==> src/rtl/alu_share_pkg.sv <==
// alu_share_pkg: shared definitions for the two-requester ALU sharing block.
//   - ALU opcode constants (the opcode field is passed through unchecked)
//   - FSM state encoding
//   - requester-id type, issue/response register layouts
package alu_share_pkg;

   localparam int PKG_DATA_W = 32;
   localparam int PKG_OP_W   = 5;
   localparam int ID_W       = 1;

   localparam logic [PKG_OP_W-1:0] OP_ADD = 5'b00000;
   localparam logic [PKG_OP_W-1:0] OP_SUB = 5'b00001;
   localparam logic [PKG_OP_W-1:0] OP_AND = 5'b00010;
   localparam logic [PKG_OP_W-1:0] OP_OR  = 5'b00011;
   localparam logic [PKG_OP_W-1:0] OP_SLL = 5'b00100;
   localparam logic [PKG_OP_W-1:0] OP_SRA = 5'b00101;

   typedef enum logic [1:0] {
      IDLE = 2'd0,
      EXEC = 2'd1,
      HOLD = 2'd2
   } state_t;

   typedef logic [ID_W-1:0] req_id_t;

   typedef struct packed {
      logic [PKG_DATA_W-1:0] opA;
      logic [PKG_DATA_W-1:0] opB;
      logic [PKG_OP_W-1:0]   opcode;
      logic [PKG_OP_W-1:0]   shamt;
   } alu_req_t;

   typedef struct packed {
      logic [PKG_DATA_W-1:0] result;
      logic                  ne;
      logic                  lt;
      logic                  ovf;
   } alu_resp_t;

endpackage

==> src/rtl/rr_arbiter2.sv <==
// rr_arbiter2: combinational two-way round-robin pick.
//   valid      - request valids {req1, req0}
//   last_grant - id granted most recently
//   gnt        - one-hot grant {req1, req0}; zero when nobody is valid
module rr_arbiter2 (
   input  logic [1:0] valid,
   input  logic       last_grant,
   output logic [1:0] gnt
);

   always_comb begin
      gnt = 2'b00;
      case (valid)
         2'b01:   gnt = 2'b01;
         2'b10:   gnt = 2'b10;
         // contention: whoever did not win last time goes now
         2'b11:   gnt = last_grant ? 2'b01 : 2'b10;
         default: gnt = 2'b00;
      endcase
   end

endmodule

==> src/rtl/alu_share_arbiter.sv <==
// alu_share_arbiter: shares one external combinational ALU between two
// requesters with valid/ready request and response channels. One operation is
// in flight at a time; operands go out of an issue register and results come
// back into a response register, so the ALU sees a full cycle on its own.
//
// Ports:
//   clock, reset               rising-edge clock, async active-high reset
//   reqN_valid/ready           request handshake, N = 0,1
//   reqN_opA/opB/opcode/shamt  request operation
//   respN_valid/ready          response handshake, N = 0,1
//   resp_result/ne/lt/ovf      shared response payload
//   alu_opA/opB/opcode/shamt   registered ALU inputs
//   alu_result/ne/lt/ovf       ALU outputs
//   perf_grant0/1              saturating grant counters
//
// Build option: ALU_SHARE_PERF_EN builds the grant counters; without it the
// perf ports are tied to zero.
module alu_share_arbiter
   import alu_share_pkg::*;
#(
   parameter int DATA_W = 32,
   parameter int OP_W   = 5
) (
   input  logic              clock,
   input  logic              reset,
   input  logic              req0_valid,
   output logic              req0_ready,
   input  logic [DATA_W-1:0] req0_opA,
   input  logic [DATA_W-1:0] req0_opB,
   input  logic [OP_W-1:0]   req0_opcode,
   input  logic [OP_W-1:0]   req0_shamt,
   input  logic              req1_valid,
   output logic              req1_ready,
   input  logic [DATA_W-1:0] req1_opA,
   input  logic [DATA_W-1:0] req1_opB,
   input  logic [OP_W-1:0]   req1_opcode,
   input  logic [OP_W-1:0]   req1_shamt,
   output logic              resp0_valid,
   input  logic              resp0_ready,
   output logic              resp1_valid,
   input  logic              resp1_ready,
   output logic [DATA_W-1:0] resp_result,
   output logic              resp_ne,
   output logic              resp_lt,
   output logic              resp_ovf,
   output logic [DATA_W-1:0] alu_opA,
   output logic [DATA_W-1:0] alu_opB,
   output logic [OP_W-1:0]   alu_opcode,
   output logic [OP_W-1:0]   alu_shamt,
   input  logic [DATA_W-1:0] alu_result,
   input  logic              alu_ne,
   input  logic              alu_lt,
   input  logic              alu_ovf,
   output logic [15:0]       perf_grant0,
   output logic [15:0]       perf_grant1
);

   state_t    state, state_nxt;
   logic      last_grant;
   req_id_t   gid;
   alu_req_t  issue;
   alu_resp_t resp;
   logic [1:0] resp_vld;
   logic [1:0] gnt;
   logic      resp_hs, accept, take;

   rr_arbiter2 u_arb (
      .valid      ({req1_valid, req0_valid}),
      .last_grant (last_grant),
      .gnt        (gnt)
   );

   // Response handshake only counts against the id that owns the response;
   // the other requester's ready is don't-care.
   assign resp_hs = (state == HOLD) && (gid[0] ? resp1_ready : resp0_ready);
   // Acceptance windows: idle, or the cycle the held response drains.
   // Gated by reset so no ready leaks out while held in reset.
   assign accept  = !reset && ((state == IDLE) || resp_hs);
   assign take    = accept && (|gnt);

   assign req0_ready = accept & gnt[0];
   assign req1_ready = accept & gnt[1];

   always_ff @(posedge clock or posedge reset) begin
      if (reset) state <= IDLE;
      else       state <= state_nxt;
   end

   always_comb begin
      state_nxt = state;
      case (state)
         IDLE:    if (take) state_nxt = EXEC;
         EXEC:    state_nxt = HOLD;
         HOLD:    if (resp_hs) state_nxt = take ? EXEC : IDLE;
         default: state_nxt = IDLE;
      endcase
   end

   always_ff @(posedge clock or posedge reset) begin
      if (reset) begin
         issue      <= '0;
         resp       <= '0;
         resp_vld   <= 2'b00;
         gid        <= '0;
         last_grant <= 1'b1;
      end else begin
         if (take) begin
            issue      <= gnt[1] ? alu_req_t'{req1_opA, req1_opB, req1_opcode, req1_shamt}
                                 : alu_req_t'{req0_opA, req0_opB, req0_opcode, req0_shamt};
            gid        <= req_id_t'(gnt[1]);
            last_grant <= gnt[1];
         end
         if (state == EXEC) begin
            resp     <= alu_resp_t'{alu_result, alu_ne, alu_lt, alu_ovf};
            resp_vld <= gid[0] ? 2'b10 : 2'b01;
         end else if (resp_hs) begin
            // payload is left in place; only the valid drops
            resp_vld <= 2'b00;
         end
      end
   end

   assign alu_opA     = issue.opA;
   assign alu_opB     = issue.opB;
   assign alu_opcode  = issue.opcode;
   assign alu_shamt   = issue.shamt;
   assign resp_result = resp.result;
   assign resp_ne     = resp.ne;
   assign resp_lt     = resp.lt;
   assign resp_ovf    = resp.ovf;
   assign resp0_valid = resp_vld[0];
   assign resp1_valid = resp_vld[1];

`ifdef ALU_SHARE_PERF_EN
   logic [15:0] cnt0, cnt1;

   always_ff @(posedge clock or posedge reset) begin
      if (reset) begin
         cnt0 <= '0;
         cnt1 <= '0;
      end else begin
         if (req0_ready && (cnt0 != 16'hFFFF)) cnt0 <= cnt0 + 16'd1;
         if (req1_ready && (cnt1 != 16'hFFFF)) cnt1 <= cnt1 + 16'd1;
      end
   end

   assign perf_grant0 = cnt0;
   assign perf_grant1 = cnt1;
`else
   assign perf_grant0 = '0;
   assign perf_grant1 = '0;
`endif

endmodule

==> config.mk <==
export PLATFORM = sky130hd
export DESIGN_NAME = alu_share_arbiter
export DESIGN_NICKNAME = d
export VERILOG_FILES = /design/src/rtl/alu_share_pkg.sv /design/src/rtl/rr_arbiter2.sv /design/src/rtl/alu_share_arbiter.sv
export SDC_FILE = /design/constraint.sdc
export NUM_CORES = 1
export LEC_CHECK = 0
export ABC_CLOCK_PERIOD_IN_PS = 10540
export BUFFER_PORTS_ARGS = -buffer_cell sky130_fd_sc_hd__buf_2
export CAP_MARGIN = 20
export CORE_ASPECT_RATIO = 0.7
export CORE_MARGIN = 8
export CORE_UTILIZATION = 49
export CTS_BUF_LIST = sky130_fd_sc_hd__clkbuf_4
export DETAILED_ROUTE_END_ITERATION = 12
export PLACE_DENSITY_LB_ADDON = 0.15
export SLEW_MARGIN = 15
export SYNTH_ARGS = -nofsm -noshare
export SYNTH_HDL_FRONTEND = slang
export SYNTH_SLANG_ARGS = --single-unit
==> constraint.sdc <==
create_clock -name clock -period 10.54 [get_ports clock]
set_input_delay 2.108 -clock clock [delete_from_list [all_inputs] [get_ports clock]]
set_output_delay 2.108 -clock clock [all_outputs]
set_load 0.05 [all_outputs]
==> metrics.md, run 1 <==
| Metric | Value |
|---|---|
| Outcome | complete, no violations |
| Initial Utilization | about half |
| Total power | 2.43 mW |
| Area fraction of the dominant cell type after synthesis | approximately half |
| GRT Residual Overflow | 0 |
| Final WS setup | ~4900 ps |
| CORE AREA | 0.0115 mm2 |
| Vias | ~4,500 |
| Critical path peak fanout | 25 |
| Sequential share of the synthesized area | 50.6% |
| Port Buf Inserts | 301 |
| Final Hold Viols | 0 |
| Worst R2R End | alu_opB[27] |
| Sink Count | 115 |
| Data arrival time of the critical path | ~3600 ps |
| Required @ worst endpoint | 8430 ps |
| Seq pwr share | 30.9% |
| Synthesized area | 0.00569 mm2 |
| Synthesis Warnings | 0 |
| First-pass GRT wire length | ~26,000 um |
| Setup CP Type | in -> out |
| DRC | 0 |
| N_diodes | 0 |
| DP HPWL | approximately 13,000 um |
| Fin area | 0.00739 mm2 |
| Final Max Slew Viols | 0 |
| Reg2Reg Depth | 4 |
| Leakage Power | roughly 4 nW |
| Worst hold path cell count | 2 |
| WHS Endpoint | resp_result[9] |
| Final ANT Viol Nets | 0 |
| Endpoints failing setup | 0 |
| Setup crit start kind | input port |
| Pre-CTS setup slack | 4860 ps |
| Post-CTS Hold Buffers | 0 |
| Worst-path clk slew | about 100 ps |
| Dpl cells | 897 |
| R2R setup slack | 8010 ps |
| Initial antenna violation count | 1 |
| TritonCTS Buffers | 17 |
| Die Height | 106 um |
| Sw Share | 52.6% |
| Area delta synth->final | 29.9% |
| Worst-case clock buffer depth | 2 |
| # Post-CTS Setup Buffers | 0 |
| Hold WS | 478 ps |
| Placed inst area | 0.00711 mm2 |
| CTS tree | yes |
| Psw | roughly 1.3 mW |
| IO Count | roughly 330 |
| Final core occ | between 60 and 70% |
| Post-route setup TNS | 0 ps |
| FMAX | 176 MHz |
| Die area | 0.0154 mm2 |
| Layout Cells excl Fill | 929 |
| Max_cap viols | 0 |
| Global placer's final weighted congestion | roughly 0.85 |
| Fin crit share | 53.9% |
| Area leader, netlist | dfrtp_1 |
| DR pass1 iterations | 4 |
| Yosys cell types | 31 |
| Max-slew headroom | 46.7% |
| Min Tclk post-route | 5680 ps |
| Cell-internal power | 1.15 mW |
| Drt initial violations | 173 |
| Post-Route WL | 16,900 um |
| Root buf cell | clkbuf_4 |
| Vias per inst | approximately 4.8 |
| Clk_lat worst skew | ~500 ps |
| CTS resizes | 0 |
| Clk pwr share | 12.9% |
| Nets | 948 |
| Endpoint class of the critical path | primary output |
| Cells after Synth | 466 |
| RSZ-0062 raised after global routing | false |
| Die W | 145 um |
| GR Util All Layers | 21.6% |
| Worst Skew | 20.3 ps |
| Drt wl/cell | 18.2 um |
| Most common cell after layout, fill and taps aside | buf_2 |
| Gate power share | about 56% |
| Worst hold start | resp_result[9] |
| Number of synthesized register bits | 115 |
| Worst VDD drop | 212 uV |
| Commonest cells after routing, fill and taps aside | 301 x buf_2, 114 x dfrtp_1, 110 x nand2_1, 57 x mux2_2, 49 x mux2_4 |
| Worst min-delay path class | reg -> reg |
| Share of layout cells above drive strength 1 | 58.0% |
| Largest net degree at the start of global routing | 62 |
| R2R Path Start | last_grant |
| CTS HTree Levels | 4 |
| Rows | 33 |
| P per Cell Area | about 330 mW/mm2 |
| Slew @ Worst Pin | 798 ps |
| Avg Cell Area, Syn | about 12 um2 |
| Number of global-route vias before repair | 4,891 |
| Synth top area cells | dfrtp_1 50%, mux2_4 13%, mux2_2 11% |
## power by group through the flow
| stage | registers (mW) | clock network, mW | logic [mW] |
|---|---|---|---|
| after global routing | 0.776 | 0.344 | 1.43 |
| after detailed placement | 0.753 | 0 | 1.38 |
| after CTS | 0.751 | 0.325 | 1.38 |
| after floorplan | 1.41 | 0 | 0.394 |
| final | 0.751 | 0.313 | 1.37 |
| after global placement | 0.749 | 0 | 1.37 |
## synthesized netlist by cell type
library cell and count:
a211o_4 1, a211oi_1 1, a21boi_1 1, a21o_1 1, a21oi_1 3, a221oi_1 1, a32oi_1 21, buf_1 1
buf_12 5, buf_2 7, buf_4 32, clkbuf_1 18, clkinv_8 1, conb_1 1, dfrtp_1 114, dfstp_2 1
inv_1 3, mux2_2 57, mux2_4 49, mux2i_1 1, nand2_1 110, nand2b_1 2, nand3_1 1, nand3b_1 3
nor2_1 3, nor2b_1 2, nor3_1 1, o21ai_0 1, o22a_1 1, o2bb2ai_1 22, or2_2 1
## kinds of logic (layout without fill, tap and decap cells)
| group | count (synthesis) | count (layout) | synth area share (%) |
|---|---|---|---|
| AOI/OAI and AO/OA | 53 | 53 | 7.99 |
| buffers and inverters | 67 | 342 | 8.34 |
| DFF | 115 | 115 | 50.6 |
| muxes | 107 | 107 | 24.4 |
| other | 1 | 32 | 0.0659 |
| and+or+nand+nor | 123 | 123 | 8.58 |
## flip-flops by register name (all words and copies together) (netlist names)
signal and flops:
last_grant 1, resp_result 32, gid 1, resp_lt 1
state 2, alu_shamt 5, resp_ne 1, resp_ovf 1
alu_opcode 5, alu_opA 32, alu_opB 32, resp_vld 2
## critical path, stage by stage
cell and delay, ps:
buf_2 110, mux2i_1 310, a21o_1 690, nor2_1 100
buf_2 240
## per-layer routing
layer	wire length (um)	up-vias	global-route usage [%]
li1	-	2144	-
met1	6500	2143	24.2
met2	8480	189	37.2
met3	1690	21	7.61
met4	250	2	8.22
met5	8	-	0
## worst max-delay path by stage
| stage | end | cells after the start | slack, ps | startpoint |
|---|---|---|---|---|
| floorplan | req0_ready | 4 | 4920 | reset |
| global placement | req1_ready | 5 | 4870 | resp1_ready |
| detailed placement | req1_ready | 5 | 4860 | resp1_ready |
| CTS | req1_ready | 5 | 4860 | resp1_ready |
| global route | req1_ready | 5 | 4680 | resp1_ready |
| finish | req1_ready | 5 | 4860 | resp1_ready |
## layout make-up
cell class                 count  area, um2
fill                         954       4130
sequential                   115       2880
multi-input combinational    315       2460
timing repair buffer         306       1540
tap                          157        196
clock inverter                14        139
clock buffer                  18        135
inverter                       4       30.0
(Power assumes the default switching activity.)
==> inputs of run 2 (changes only) <==
- ABC_AREA: default -> 1
- ABC_CLOCK_PERIOD_IN_PS: 10540 -> 4560
- CORE_UTILIZATION: 49 -> 41
- clock period: 10.54 -> 4.56 ns (I/O delays scaled with it)
==> run 2 against run 1 <==
Clock skew shrank 5.8 ps. Core utilization shrank 9.1 points. Area after synthesis shrank 1.9%. First-iteration DRC count grew 44%. Final cell count grew 29%. Critical endpoint unchanged. Critical path depth grew 2. Sequential power grew 130%. Clock power grew 120%. Largest cell class unchanged. Largest power group unchanged. Routed wire length shrank 0.69%.
==> metrics.md, run 2 <==
| Metric | Value |
|---|---|
| Max incr delay on CP | 530 ps (-160 ps) |
| Worst VDD drop | 368 uV (+74%) |
| Max-slew headroom | 48.1% (+1.4 points) |
| Min Tclk post-route | just over 3000 ps |
| Worst Skew | 14.6 ps (-5.77 ps) |
| Clk_lat worst skew | 510 ps (about the same) |
| Commonest cells post-synth | 283 x nand2_1, 114 x dfrtp_1, 80 x inv_1 |
| DR pass1 iterations | 5 (+1) |
| Share of synthesized registers carrying an async set or reset | 100% (unchanged) |
| GR Util All Layers | 18.7% (-2.9 points) |
| Slowest CP cell | nand2_1 |
| Synth top area cells | dfrtp_1 51%, nand2_1 19%, o21ai_0 6.9% |
| WHS Endpoint | resp_result[30] |
| Seq pwr share | 30.9% (about the same) |
| Synthesis Warnings | 0 (unchanged) |
| P per Cell Area | 785 mW/mm2 (+140%) |
| Nets | 1,188 (+25%) |
| Endpoints failing setup | 0 (unchanged) |
| Largest net degree at the start of global routing | 128 (+110%) |
| Met3 Usage GRT | 7.22% (-0.39 points) |
| Sw Share | 56.9% (+4.3 points) |
| Sink Count | 115 (unchanged) |
| Post-CTS Hold Buffers | 0 (unchanged) |
| Worst-case clock buffer depth | 2 (unchanged) |
| Met2 Track Usage GR | 31.2% (-6.0 points) |
| Final Max Slew Viols | 0 (unchanged) |
| Worst min-delay path class | reg -> reg |
| Worst-path cell chain | buf_2 > nand2_1 > nand2_4 > inv_1 > nand3_1 > inv_1 > buf_2 |
| Max_cap viols | 0 (unchanged) |
| Worst-path clk slew | 100 ps (about the same) |
| Post-route setup TNS | 0 ps (unchanged) |
| Vias per inst | 4.38 (-9.5%) |
| Psw | 3.25 mW (+150%) |
| Critical path peak fanout | 22 (-12%) |
| Worst hold start | resp_result[30] |
| GR Layer Usage met1 | 21.2% (-3.0 points) |
| CORE AREA | 0.0132 mm2 (+15%) |
| Commonest cells after routing, fill and taps aside | 301 x buf_2, 282 x nand2_1, 114 x dfrtp_1, 79 x inv_1, 77 x o21ai_0 |
| GRT Residual Overflow | 0 (unchanged) |
| DP HPWL | 12,900 um (-1.1%) |
| TritonCTS Buffers | 17 (unchanged) |
| Initial antenna violation count | 3 (+2) |
| Fin crit share | 68.0% |
| Share of layout cells above drive strength 1 | 34.1% (-24 points) |
| Required @ worst endpoint | 3650 ps (-4780 ps) |
| RSZ-0062 raised after global routing | false |
| Die area | 0.0176 mm2 (+15%) |
| R2R setup slack | 2240 ps (-5770 ps) |
| Data arrival time of the critical path | 2190 ps (-1380 ps) |
| Yosys cell types | 18 (-42%) |
| Outcome | complete, no violations |
| Area leader, netlist | dfrtp_1 |
| EDFF count, synth | 0 (unchanged) |
| Rows | 35 (+6.1%) |
| Drt initial violations | 249 (+44%) |
| Endpoint class of the critical path | primary output |
| Cell-internal power | 2.46 mW (+110%) |
| Most common cell after layout, fill and taps aside | buf_2 |
| Worst R2R End | alu_opA[10] |
| Hold WS | 472 ps (-5.09 ps) |
| CTS resizes | 0 (unchanged) |
| Worst Setup SP | req0_valid |
| Sequential share of the synthesized area | 51.6% (+1.0 points) |
| Cells after Synth | 714 (+53%) |
| Final ANT Viol Nets | 0 (unchanged) |
| First-pass GRT wire length | 26,200 um (+1.7%) |
| IO Count | 334 (unchanged) |
| Synthesized area | 0.00558 mm2 (-1.9%) |
| Area fraction of the dominant cell type after synthesis | 51.2% (+0.99 points) |
| Final core occ | 55.0% (-9.1 points) |
| Vias | 5,259 (+17%) |
| Die W | 155 um (+7.3%) |
| Number of synthesized register bits | 115 (unchanged) |
| Most numerous cell in the Yosys netlist | nand2_1 |
| Avg Cell Area, Syn | 7.81 um2 (-36%) |
| Post-Route WL | 16,800 um (-0.69%) |
| Layer with the highest usage | met2 |
| R2R Path Start | last_grant |
| Setup crit start kind | input port |
| FMAX | 323 MHz |
| # Post-CTS Setup Buffers | 0 (unchanged) |
| CTS HTree Levels | 4 (unchanged) |
| Area delta synth->final | 30.4% |
| Most used DFF post-synth | dfrtp_1 |
| Global placer's final weighted congestion | 0.803 (-5.4%) |
| Reg2Reg Depth | 8 (+4) |
| Root buf cell | clkbuf_4 |
| Slew @ Worst Pin | 779 ps (-19.1 ps) |
| Port Buf Inserts | 301 (unchanged) |
| Number of global-route vias before repair | 5,011 (+2.5%) |
| Clk pwr share | 11.9% (-1.0 points) |
| DRC | 0 (unchanged) |
| Setup CP Type | in -> out |
| Drt wl/cell | 14.0 um (-23%) |
| CTS tree | yes |
| Die Height | 114 um (+7.0%) |
| Gate power share | 57.2% (+1.0 points) |
| Leakage Power | 4.37 nW (+12%) |
| Final Hold Viols | 0 (unchanged) |
| Worst hold path cell count | 2 (unchanged) |
| Initial Utilization | 42.2% (-7.2 points) |
-- run 2: cell count changes in the layout (fill, tap and decap cells not counted), sizes merged, moves of 3 or more --
cell	delta
o21ai	+129
diode	+3
nand2	+173
nand3b	-3
nand3	+26
o2bb2ai	-22
a32oi	-21
inv	+78
mux2	-106
a21oi	-3
-- run 2: area by class of cell --
class                   instances  area [um2]
repair buffers                308        1580
clock inverters                13         113
flip-flops and latches        115        2880
well taps                     185         231
inverters                      81         307
diodes                          3        7.51
clock buffers                  19         143
fillers                      1353        5950
multi-input cells             476        2010
-- run 2: critical path, delay by kind of cell --
family | cells | cell delay, ps
buffers and inverters | 4 | 540
AND/OR/NAND/NOR | 3 | 730
-- run 2: worst max-delay path by stage --
stage,to,cells past startpoint
after floorplan,alu_opA[0],1
after global placement,req1_ready,7
after detailed placement,alu_opB[13],6
after CTS,req1_ready,7
after global routing,req1_ready,6
final,req1_ready,7
-- run 2: cell families after synthesis --
logic type | after synthesis | share of synthesized area, %
simple gates | 314 | 22.0
buf+inv | 154 | 14.6
flops | 115 | 51.6
other cells | 1 | 0.0672
compound gates | 130 | 11.7
-- run 2: stage by stage --
step	cells	worst slack, ps	total power, mW	cell area, um2
2_1_floorplan	745	606	4.28	5690
3_3_place_gp	1164	1490	5.06	6980
3_5_place_dp	1164	1450	5.09	6980
4_1_cts	1196	1450	5.78	7240
5_1_grt	1200	1320	6.07	7270
6_report	1200	1460	5.71	7270
-- run 2: power groups by stage --
stage | clock network (mW) | logic (mW) | registers (mW)
floorplan | 0 | 0.805 | 3.48
global placement | 0 | 3.28 | 1.78
detailed placement | 0 | 3.31 | 1.78
CTS | 0.709 | 3.31 | 1.77
global route | 0.758 | 3.48 | 1.83
finish | 0.679 | 3.27 | 1.76
-- run 2: per-layer routing --
metal / part of all wire [%] / wire length (um)
met5: 0 / 0
met4: 2.3 / 392
met3: 9.6 / 1610
met2: 48 / 8060
met1: 40 / 6760
